$ cat src/rtl/t01_ai_cand_sched.sv
// rtl/t01_ai_cand_sched.sv - Tetris AI candidate scheduler: walks every (rotation, X) placement through the MMU
module t01_ai_cand_sched #(
    parameter int NUM_X   = 10,
    parameter int TIMEOUT = 255
) (
    input  logic       clk,
    input  logic       rst,
    input  logic       start,
    input  logic [2:0] shape_i,
    input  logic       mmu_done,
    output logic       mmu_start,
    output logic [3:0] cand_blockX,
    output logic [4:0] cand_block_type,
    output logic       ofm_clear,
    output logic       busy,
    output logic       sched_done,
    output logic       err,
    output logic [5:0] cand_count
);

    typedef enum logic [2:0] {
        S_IDLE,
        S_CLEAR,
        S_ISSUE,
        S_WAIT,
        S_NEXT,
        S_DONE
    } state_t;

    state_t     state;
    logic [2:0] shape_r;
    logic [1:0] rot;
    logic [3:0] x;
    logic [7:0] tmo;

    logic [3:0] xmax;
    logic [1:0] rot_last;
    logic [3:0] nxt_x;
    logic [1:0] nxt_rot;
    logic       more;

    function automatic logic [3:0] piece_w(input logic [2:0] s, input logic [1:0] r);
        case (s)
            3'd0:    return r[0] ? 4'd1 : 4'd4;
            3'd1:    return 4'd2;
            default: return r[0] ? 4'd2 : 4'd3;
        endcase
    endfunction

    function automatic logic [1:0] piece_rot_last(input logic [2:0] s);
        case (s)
            3'd1:                return 2'd0;
            3'd0, 3'd2, 3'd3:    return 2'd1;
            default:             return 2'd3;
        endcase
    endfunction

    // Next placement in walk order: X first, then rotation.
    always_comb begin
        xmax     = 4'(NUM_X) - piece_w(shape_r, rot);
        rot_last = piece_rot_last(shape_r);
        nxt_x    = x + 4'd1;
        nxt_rot  = rot;
        more     = 1'b1;
        if (x >= xmax) begin
            nxt_x = 4'd0;
            if (rot < rot_last) begin
                nxt_rot = rot + 2'd1;
            end else begin
                more = 1'b0;
            end
        end
    end

    always_ff @(posedge clk) begin
        if (rst) begin
            state           <= S_IDLE;
            shape_r         <= 3'd0;
            rot             <= 2'd0;
            x               <= 4'd0;
            tmo             <= 8'd0;
            mmu_start       <= 1'b0;
            cand_blockX     <= 4'd0;
            cand_block_type <= 5'd0;
            ofm_clear       <= 1'b0;
            busy            <= 1'b0;
            sched_done      <= 1'b0;
            err             <= 1'b0;
            cand_count      <= 6'd0;
        end else begin
            mmu_start  <= 1'b0;
            ofm_clear  <= 1'b0;
            sched_done <= 1'b0;
            case (state)
                S_IDLE: begin
                    if (start) begin
                        shape_r    <= shape_i;
                        err        <= 1'b0;
                        cand_count <= 6'd0;
                        rot        <= 2'd0;
                        x          <= 4'd0;
                        busy       <= 1'b1;
                        ofm_clear  <= (shape_i != 3'd7);
                        state      <= S_CLEAR;
                    end
                end
                S_CLEAR: begin
                    if (shape_r == 3'd7) begin
                        err        <= 1'b1;
                        sched_done <= 1'b1;
                        state      <= S_DONE;
                    end else begin
                        mmu_start       <= 1'b1;
                        cand_blockX     <= x;
                        cand_block_type <= {shape_r, rot};
                        tmo             <= 8'd0;
                        state           <= S_ISSUE;
                    end
                end
                S_ISSUE: state <= S_WAIT;
                S_WAIT: begin
                    if (mmu_done) begin
                        if (cand_count != 6'h3F) begin
                            cand_count <= cand_count + 6'd1;
                        end
                        state <= S_NEXT;
                    end else if (tmo == 8'(TIMEOUT - 1)) begin
                        err        <= 1'b1;
                        sched_done <= 1'b1;
                        state      <= S_DONE;
                    end else begin
                        tmo <= tmo + 8'd1;
                    end
                end
                S_NEXT: begin
                    if (more) begin
                        x               <= nxt_x;
                        rot             <= nxt_rot;
                        mmu_start       <= 1'b1;
                        cand_blockX     <= nxt_x;
                        cand_block_type <= {shape_r, nxt_rot};
                        tmo             <= 8'd0;
                        state           <= S_ISSUE;
                    end else begin
                        sched_done <= 1'b1;
                        state      <= S_DONE;
                    end
                end
                S_DONE: begin
                    busy  <= 1'b0;
                    state <= S_IDLE;
                end
                default: state <= S_IDLE;
            endcase
        end
    end

endmodule

$ cat config.mk
export PLATFORM = sky130hd
export DESIGN_NAME = t01_ai_cand_sched
export DESIGN_NICKNAME = d
export VERILOG_FILES = /design/src/rtl/t01_ai_cand_sched.sv
export SDC_FILE = /design/constraint.sdc
export NUM_CORES = 1
export LEC_CHECK = 0
export ABC_AREA = 0
export CAP_MARGIN = 20
export CORE_ASPECT_RATIO = 1.2
export CORE_MARGIN = 1.5
export CORE_UTILIZATION = 31
export CTS_CLUSTER_DIAMETER = 150
export CTS_CLUSTER_SIZE = 25
export DETAILED_ROUTE_END_ITERATION = 7
export SETUP_SLACK_MARGIN = 0.2
export SYNTH_ARGS = -nofsm -noshare
export SYNTH_HDL_FRONTEND = slang
export SYNTH_SLANG_ARGS = --single-unit
export TNS_END_PERCENT = 20
$ cat constraint.sdc
create_clock -name clk -period 2 [get_ports clk]
set_clock_uncertainty 0.1 [all_clocks]
set_input_delay 0.6 -clock clk [delete_from_list [all_inputs] [get_ports clk]]
set_output_delay 0.6 -clock clk [all_outputs]
set_load 0.01 [all_outputs]
## Word level (Yosys, flattened, before mapping)

Cells that the tools add are included.

| storage, ports and cells | value |
|---|---|
| word-level logic and storage cells | 112 |
| bits in registers | 40 |
| output and inout bits | 20 |
| bits of input ports | 7 |

| operators by class | value |
|---|---|
| $add $sub $neg | 5 |
| reduce and logical (&&, ||, !) cells | 18 |
| $lt $le $gt $ge | 2 |
| equal/unequal tests | 22 |
| bitwise gates (word level) | 2 |
| multiplexer cells | 50 |

Operator list:

| cell | count |
|---|---|
| $mux W8 | 4 |
| $pmux W8 S3 | 1 |
| $mux W3 | 6 |
| $mux W6 | 3 |
| $ne A2 B2 Y1 const B | 9 |
| $mux W4 | 4 |
| $pmux W4 S2 | 2 |
| $pmux W3 S5 | 1 |
| $mux W1 | 14 |
| $eq A3 B2 Y1 const B | 4 |
| $pmux W6 S2 | 1 |
| $mux W5 | 2 |
| $pmux W5 S2 | 1 |
| $reduce_and A5 Y1 | 2 |
| $eq A3 B3 Y1 const B | 3 |
| $add A8 B1 Y8 const B | 1 |
| $eq A8 B8 Y1 const B | 1 |
| $mux W2 | 4 |
| $pmux W2 S2 | 2 |
| $reduce_bool A2 Y1 | 4 |
| $add A6 B1 Y6 const B | 1 |
| $eq A3 B1 Y1 const B | 2 |
| $logic_not A3 Y1 | 2 |
| $ne A3 B3 Y1 const B | 2 |
| other kinds (15) | 23 |

## Longest topological paths before layout

Gate-level depths: netlist (run 1).

| logic depth | value |
|---|---|
| depth after elaboration | 8 |
| gate-level depth with buffers | 11 |
| depth with buffers taken out | 10 |

## Least setup slack after synthesis (run 1)

Ideal clock, no wire load.

| timing path | value |
|---|---|
| path type | reg2reg |
| start | register shape_r[1] |
| end | register cand_block_type[0] |
| stages on the path, launching flop included | 11 |
| buffers on the path | 1 |
| arrival time | 2.000 ns |
| clock period less this slack | 2.228 ns |
| setup time | 0.128 ns |
| required time | 1.772 ns |
| slack | -0.228 ns |
| path through | dfxtp_1 > nor2_1 > a21o_1 > inv_1 > ha_1 > nor3_1 > a21oi_2 > a31oi_4 > buf_2 > nand3b_1 > o41ai_1 |

| between the ends | value |
|---|---|
| word-level cells in the longest chain between the ends | 8 |
| elaborated cells between the ends (all ways) | 20 |
| classes of those cells | 1 x add/sub; 2 x order compare; 6 x eq/ne; 8 x mux; 3 x reduce/logical |

RTL lines:

| element | line | source |
|---|---|---|
| from (decl) | 31 | `logic [2:0] shape_r;` |
| from (signal assigned) | 97 | `shape_r <= shape_i;` |
| parallel branches: the longest is 8 deep, another holds $sub A4 B4 Y4 | -- |  |
| to (signal assigned) | 115 | `cand_block_type <= {shape_r, rot};` |
| to (signal assigned) | 141 | `cand_block_type <= {shape_r, nxt_rot};` |
| to (decl) | 13 | `output logic [4:0] cand_block_type,` |

Several ways; the timed one is not identified. The select of a mux whose other input is x is not followed.
A chain may end at the register's enable or synchronous reset.

## Worst setup path after layout (run 1)

| timing path | value |
|---|---|
| start | register shape_r[2] |
| end | register tmo[3] |

| between the ends | value |
|---|---|
| word-level cells in the longest chain between the ends | 8 |
| elaborated cells between the ends (all ways) | 16 |
| classes of those cells | 1 x add/sub; 2 x order compare; 6 x eq/ne; 4 x mux; 3 x reduce/logical |

RTL lines:

| element | line | source |
|---|---|---|
| parallel branches: the longest is 7 deep, another holds $sub A4 B4 Y4 | -- |  |
| $reduce_and A5 Y1 (no line) * | -- |  |
| to (signal assigned) | 132 | `tmo <= tmo + 8'd1;` |
| to (decl) | 34 | `logic [7:0] tmo;` |

Every way passes the cells marked *.

==> flow_summary.json, run 1 <==
{
  "grt_use_met3_pct": 3.32,
  "grt_use_total_pct": 15.3,
  "placed_area_sq_mm": 0.00275,
  "rsz0062_at_grt": "yes",
  "ioPinCount": 27,
  "multi_input_area_sq_mm": 0.00137,
  "clk_path_buf_depth": 2,
  "nFillCells": 658,
  "crit_path_start_kind": "flop",
  "setup_ws_ns": -0.251,
  "die_h_microns": 93.0,
  "core-area_sq_mm": 0.00649,
  "endpoint_kind": "flop",
  "path_clk_slew_ns": 0.08,
  "clkLatencyLatePin_ns": 0.30,
  "drtAntennaViolNets": 0,
  "drc": 0,
  "synth.ff_latch_count": 40,
  "use_met1_pct": 18.9,
  "final-hold-violation-count": 0,
  "max-slew-margin-rel_pct": 72.3,
  "htreeDepth": 2,
  "dieWidth_microns": 78.0,
  "syn_area_sq_mm": 0.00209,
  "synth_top_family_by_area": "compound AO/OA/AOI/OAI gates",
  "syn_avg_cell_area_sq_um": 8.54,
  "synth_cell_types": 48,
  "stdcell_count": 397,
  "drtIter0Drc": 83,
  "endpoint": "tmo[3]",
  "firstDrtPassIters": 4,
  "synth.area.mux_share_pct": 3.89,
  "synth-async-reset-ratio_pct": 0,
  "place_congestion": 0.839,
  "synthAdderAreaFrac_pct": 5.38,
  "clock-sinks": 40,
  "finish.instance_area_sq_mm": 0.00300,
  "critPathKind": "reg2reg",
  "antenna_found_initial": 0,
  "clockRootBuffer": "clkbuf_8",
  "layout_common_cells": "34 x dfxtp_1, 30 x buf_4, 28 x nor2_1",
  "nets": 327,
  "io_buffers": 26,
  "met2_usage_pct": 26.8,
  "seq_area_sq_um": 808,
  "rr_worst_depth": 12,
  "yosys.area_share.simple_pct": 22.5,
  "pre_cts_ws_ns": -0.296,
  "setup_viol": 28,
  "via_per_inst": 5.04,
  "yosys.area_share.xor_xnor_pct": 2.51,
  "finalCritPeriodShare_pct": 113,
  "utilization_pct": 46.3,
  "tritoncts": "done",
  "grt-busiest-layer": "met2",
  "grt-ovfl-total": 0,
  "synth_nets": 261,
  "rr_endpoint": "tmo[3]",
  "violations": "setup timing",
  "wl_microns": 5400,
  "synth_compound_area_share_pct": 24.5,
  "cts_buffers": 5,
  "slew_viol_final": 0,
  "final_common_cell": "dfxtp_1",
  "yosys_warnings": 0,
  "tightest_slew_ns": 0.412,
  "status": "finished with violations",
  "vias": 2000,
  "syn_inst": 245,
  "die_area_sq_mm": 0.00725,
  "initial_utilization_pct": 32.3,
  "grt_pass1_vias": 1916,
  "required_ns": 2.11,
  "drive_gt1_share_pct": 29.8,
  "wl_per_cell_microns": 13.6,
  "critical_path_peak_fanout": 5,
  "rrSetupSlack_ns": -0.25,
  "power.density_mw_per_mm2": 695,
  "r2r_start": "shape_r[2]",
  "syn_to_final_growth_pct": 43.6,
  "finalSetupTns_ns": -3.61,
  "dpl.hpwl_microns": 3820,
  "cp.arrival_ns": 2.36,
  "clock.fmax_mhz": 444,
  "diodes": 0,
  "synth_edf_count": 0,
  "seq_area_frac_synth_pct": 38.3,
  "finalCriticalPeriod_ns": 2.25,
  "grt_pass1_wl_microns": 8870,
  "drv_cap": 0,
  "grt_max_degree": 24,
  "p_leak_uw": 0.00124,
  "placed_cells": 385,
  "num_rows": 32,
  "ir_drop_v": 0.000435,
  "startpoint": "shape_r[2]",
  "hold_path_class": "reg2reg",
  "synthFlopType": "dfxtp_1"
}
cell usage after synthesis (6+ instances only):
cell / count / area share, %
a21oi_1: 22 / 5.3
clkbuf_1: 6 / 1.1
dfxtp_1: 40 / 38
ha_1: 9 / 5.4
inv_1: 6 / 1.1
mux2i_1: 7 / 3.3
nand2_1: 17 / 3.1
nand3_1: 8 / 1.9
nor2_1: 34 / 6.1
nor3_1: 11 / 2.6
o21ai_0: 13 / 3.1
layer usage:
layer	vias to the layer above	wire length [microns]
met1	944	2500
met3	6	106
met2	16	2730
met4	0	58
met5	-	0
li1	1034	-
final cells by class:
cell class | count | area share [%]
Sequential cell | 40 | 26.9
Tap cell | 85 | 3.54
Timing Repair Buffer | 67 | 19.8
Multi-Input combinational cell | 190 | 45.7
Inverter | 7 | 0.916
Clock buffer | 6 | 2.75
Clock inverter | 2 | 0.333
what timing repair did:
item | 4_1_cts | 5_1_grt
endpoints found under the hold margin | 0 | 0
gates resized for setup | 59 | 8
hold buffers | 0 | 0
setup endpoints to repair | 53 | 36
cloned | 1 | 0
setup buffers | 2 | 1
pin swaps | 20 | 3
worst max-delay path: stages (launching register included):
cell      delay, ns
dfxtp_2        0.34
nor2_4         0.12
a21o_1         0.17
inv_1          0.05
ha_1           0.26
o21a_1         0.12
nor2_2         0.06
a21o_1         0.20
buf_6          0.13
o31ai_4        0.22
buf_6          0.16
a21oi_2        0.03
a211oi_1       0.21
power by group:
group | internal (uW) | total (uW) | leakage, uW | switching, uW
registers | 849 | 895 | 0.000327 | 45.6
clock network | 276 | 565 | 0.0000510 | 289
logic | 305 | 628 | 0.000861 | 323
total | 1430 | 2090 | 0.00124 | 658
registers in the layout, indices dropped and copies added (netlist names):
name and cells:
ofm_clear 1, cand_blockX 4, rot 2, state 3, shape_r 3, busy 1, cand_block_type 5, tmo 8
cand_count 6, mmu_start 1, sched_done 1, x 4, err 1
how the worst min path moves through the flow:
stage	cells past startpoint	slack, ns	end	start
after CTS	2	0.36	err	err
final	2	0.36	err	err
after global routing	2	0.40	err	err
after detailed placement	2	0.35	err	err
after floorplan	1	0.36	tmo[3]	tmo[3]
after global placement	2	0.35	err	err
cell families (layout without fill, tap and decap cells):
group                    count (synthesis)  after routing
AND/OR/NAND/NOR                         96             96
AO/OA/AOI/OAI                           71             71
flip-flops                              40             40
buffers and inverters                   15             82
adder cells (fa/ha/maj)                  9              9
multiplexers                             8              8
XOR/XNOR                                 6              6
stage by stage:
step                hold slack, ns  total power, uW
floorplan                    0.356             1240
global placement             0.349             1480
detailed placement           0.348             1480
CTS                          0.357             2100
global route                 0.396             2200
finish                       0.355             2090
Power figures use the tool's default switching activity.
==> run 2, diff against run 1 <==
- CAP_MARGIN: 20 -> default
- CTS_CLUSTER_DIAMETER: 150 -> 200
==> results of run 2 <==
The final DEF is identical to that of run 1; final timing and power are the same.
==> run 3, diff against run 2 <==
==> constraint.sdc (replaced) <==
create_clock -name clk -period 2 [get_ports clk]
set_clock_uncertainty 0.1 [all_clocks]
set_input_delay 0.3 -clock clk [delete_from_list [all_inputs] [get_ports clk]]
set_output_delay 0.3 -clock clk [all_outputs]
set_load 0.01 [all_outputs]
==> flow_summary.json, run 3 (same netlist as run 1, synthesis figures left out) <==
{
  "status": "finished with violations",
  "violations": "setup timing",
  "ir_drop_v": 0.000371,
  "grt_pass1_wl_microns": 8640,
  "clk_path_buf_depth": 2,
  "whs_ns": 0.367,
  "grt_use_total_pct": 15.0,
  "io_buffers": 26,
  "vias": 2017,
  "rr_worst_depth": 11,
  "hold_buffers": 0,
  "wl_per_cell_microns": 13.9,
  "syn_to_final_growth_pct": 42.0,
  "firstDrtPassIters": 4,
  "drive_gt1_share_pct": 27.5,
  "setup_ws_ns": -0.192,
  "dpl.hpwl_microns": 3850,
  "nets": 320,
  "slew_viol_final": 0,
  "place_congestion": 0.756,
  "clockRootBuffer": "clkbuf_8",
  "die_h_microns": 93.0,
  "critPathKind": "reg2reg",
  "critical_path_peak_fanout": 6,
  "die_area_sq_mm": 0.00725,
  "setup_viol": 28,
  "grt_pass1_vias": 1891,
  "hold_path_class": "reg2reg",
  "clkLatencyLatePin_ns": 0.30,
  "drtAntennaViolNets": 0,
  "diodes": 0,
  "p_leak_uw": 0.00111,
  "largest_reg_flops": 8,
  "tritoncts": "done",
  "endpoint_kind": "flop",
  "tightest_slew_ns": 0.530,
  "clock-sinks": 40,
  "reg.largest.list": "tmo (8), cand_count (6), cand_block_type (5)",
  "dieWidth_microns": 78.0,
  "finish.instance_area_sq_mm": 0.00297,
  "cts_buffers": 5,
  "grt-ovfl-total": 0,
  "clock.fmax_mhz": 456,
  "rsz0062_at_grt": "yes",
  "crit_path_start_kind": "flop",
  "finalCritPeriodShare_pct": 110,
  "antenna_found_initial": 0,
  "max-slew-margin-rel_pct": 64.6,
  "final-hold-violation-count": 0,
  "initial_utilization_pct": 32.3,
  "path_clk_slew_ns": 0.08,
  "drv_cap": 0,
  "num_rows": 32,
  "finalCriticalPeriod_ns": 2.19,
  "grt_max_degree": 31,
  "cp.arrival_ns": 2.31,
  "drtIter0Drc": 98,
  "via_per_inst": 5.17,
  "required_ns": 2.12,
  "layout_common_cells": "38 x dfxtp_1, 28 x nor2_1, 28 x buf_4",
  "ioPinCount": 27,
  "largest-register": "tmo",
  "worstHoldPathCells": 2,
  "total_power_uw": 2100,
  "power.density_mw_per_mm2": 707,
  "final_common_cell": "dfxtp_1",
  "htreeDepth": 2,
  "drc": 0,
  "wl_microns": 5420,
  "placed_area_sq_mm": 0.00272,
  "core-area_sq_mm": 0.00649
}
-- run 3: cell types whose count changed in the layout (fill, tap and decap cells not counted), moves of 2 or more --
cell,previous run,this run
buf_4,30,28
dfxtp_2,6,2
clkdlybuf4s50_1,5,26
o21ai_1,2,0
dfxtp_1,34,38
dlygate4sd2_1,20,0
nor3_2,3,5
nor3_1,7,4
o21ai_0,7,9
buf_6,10,4
-- run 3: worst paths after layout --
kind / startpoint / end / slack (ns)
worst min-delay path: err / err / 0.37
worst max-delay path: shape_r[2] / tmo[4] / -0.19
worst max register to register: shape_r[2] / tmo[4] / -0.19
worst min register to register: err / err / 0.37
-- run 3: area by class of cell --
cell class	count	area (sq um)
repair buffers	60	556
clock buffers	6	82.6
inverters	7	26.3
multi-input cells	190	1390
well taps	85	106
clock inverters	2	10.0
flip-flops and latches	40	803
fillers	658	3510
-- run 3: repair_timing --
| action | 4_1_cts | 5_1_grt |
|---|---|---|
| setup buffers | 1 | 1 |
| resized for setup | 14 | 22 |
| setup endpoints to repair | 28 | 33 |
| pin swaps | 2 | 10 |
| gates cloned | 0 | 0 |
-- run 3: worst max-delay path: stages (launching register included) --
cell and delay (ns):
dfxtp_2 0.34, nor2_4 0.13, a21o_1 0.16, inv_1 0.05, ha_1 0.26, o21a_1 0.16, nor2_4 0.06, a21o_4 0.21
o31ai_4 0.30, buf_6 0.17, nor2_1 0.04, nor3_1 0.14
-- run 3: metal layers --
layer	global-route usage, %	part of all wire (%)
met1	17.4	43
met2	27.5	53
met3	3.22	2.3
met4	4.46	1.2
met5	0	0
-- run 3: metrics by stage --
step,utilization [%],std cells,setup TNS (ns),worst slack (ns)
2_1_floorplan,-,245,-0.941,-0.165
3_3_place_gp,41.9,380,-2.89,-0.191
3_5_place_dp,41.9,380,-4.07,-0.264
4_1_cts,44.3,389,-3.12,-0.201
5_1_grt,45.8,390,-6.14,-0.330
6_report,45.8,390,-2.63,-0.192
-- run 3: power breakdown --
group          total, uW  internal, uW  switching, uW
Clock                580           276            305
Sequential           897           849           48.6
Combinational        622           315            307
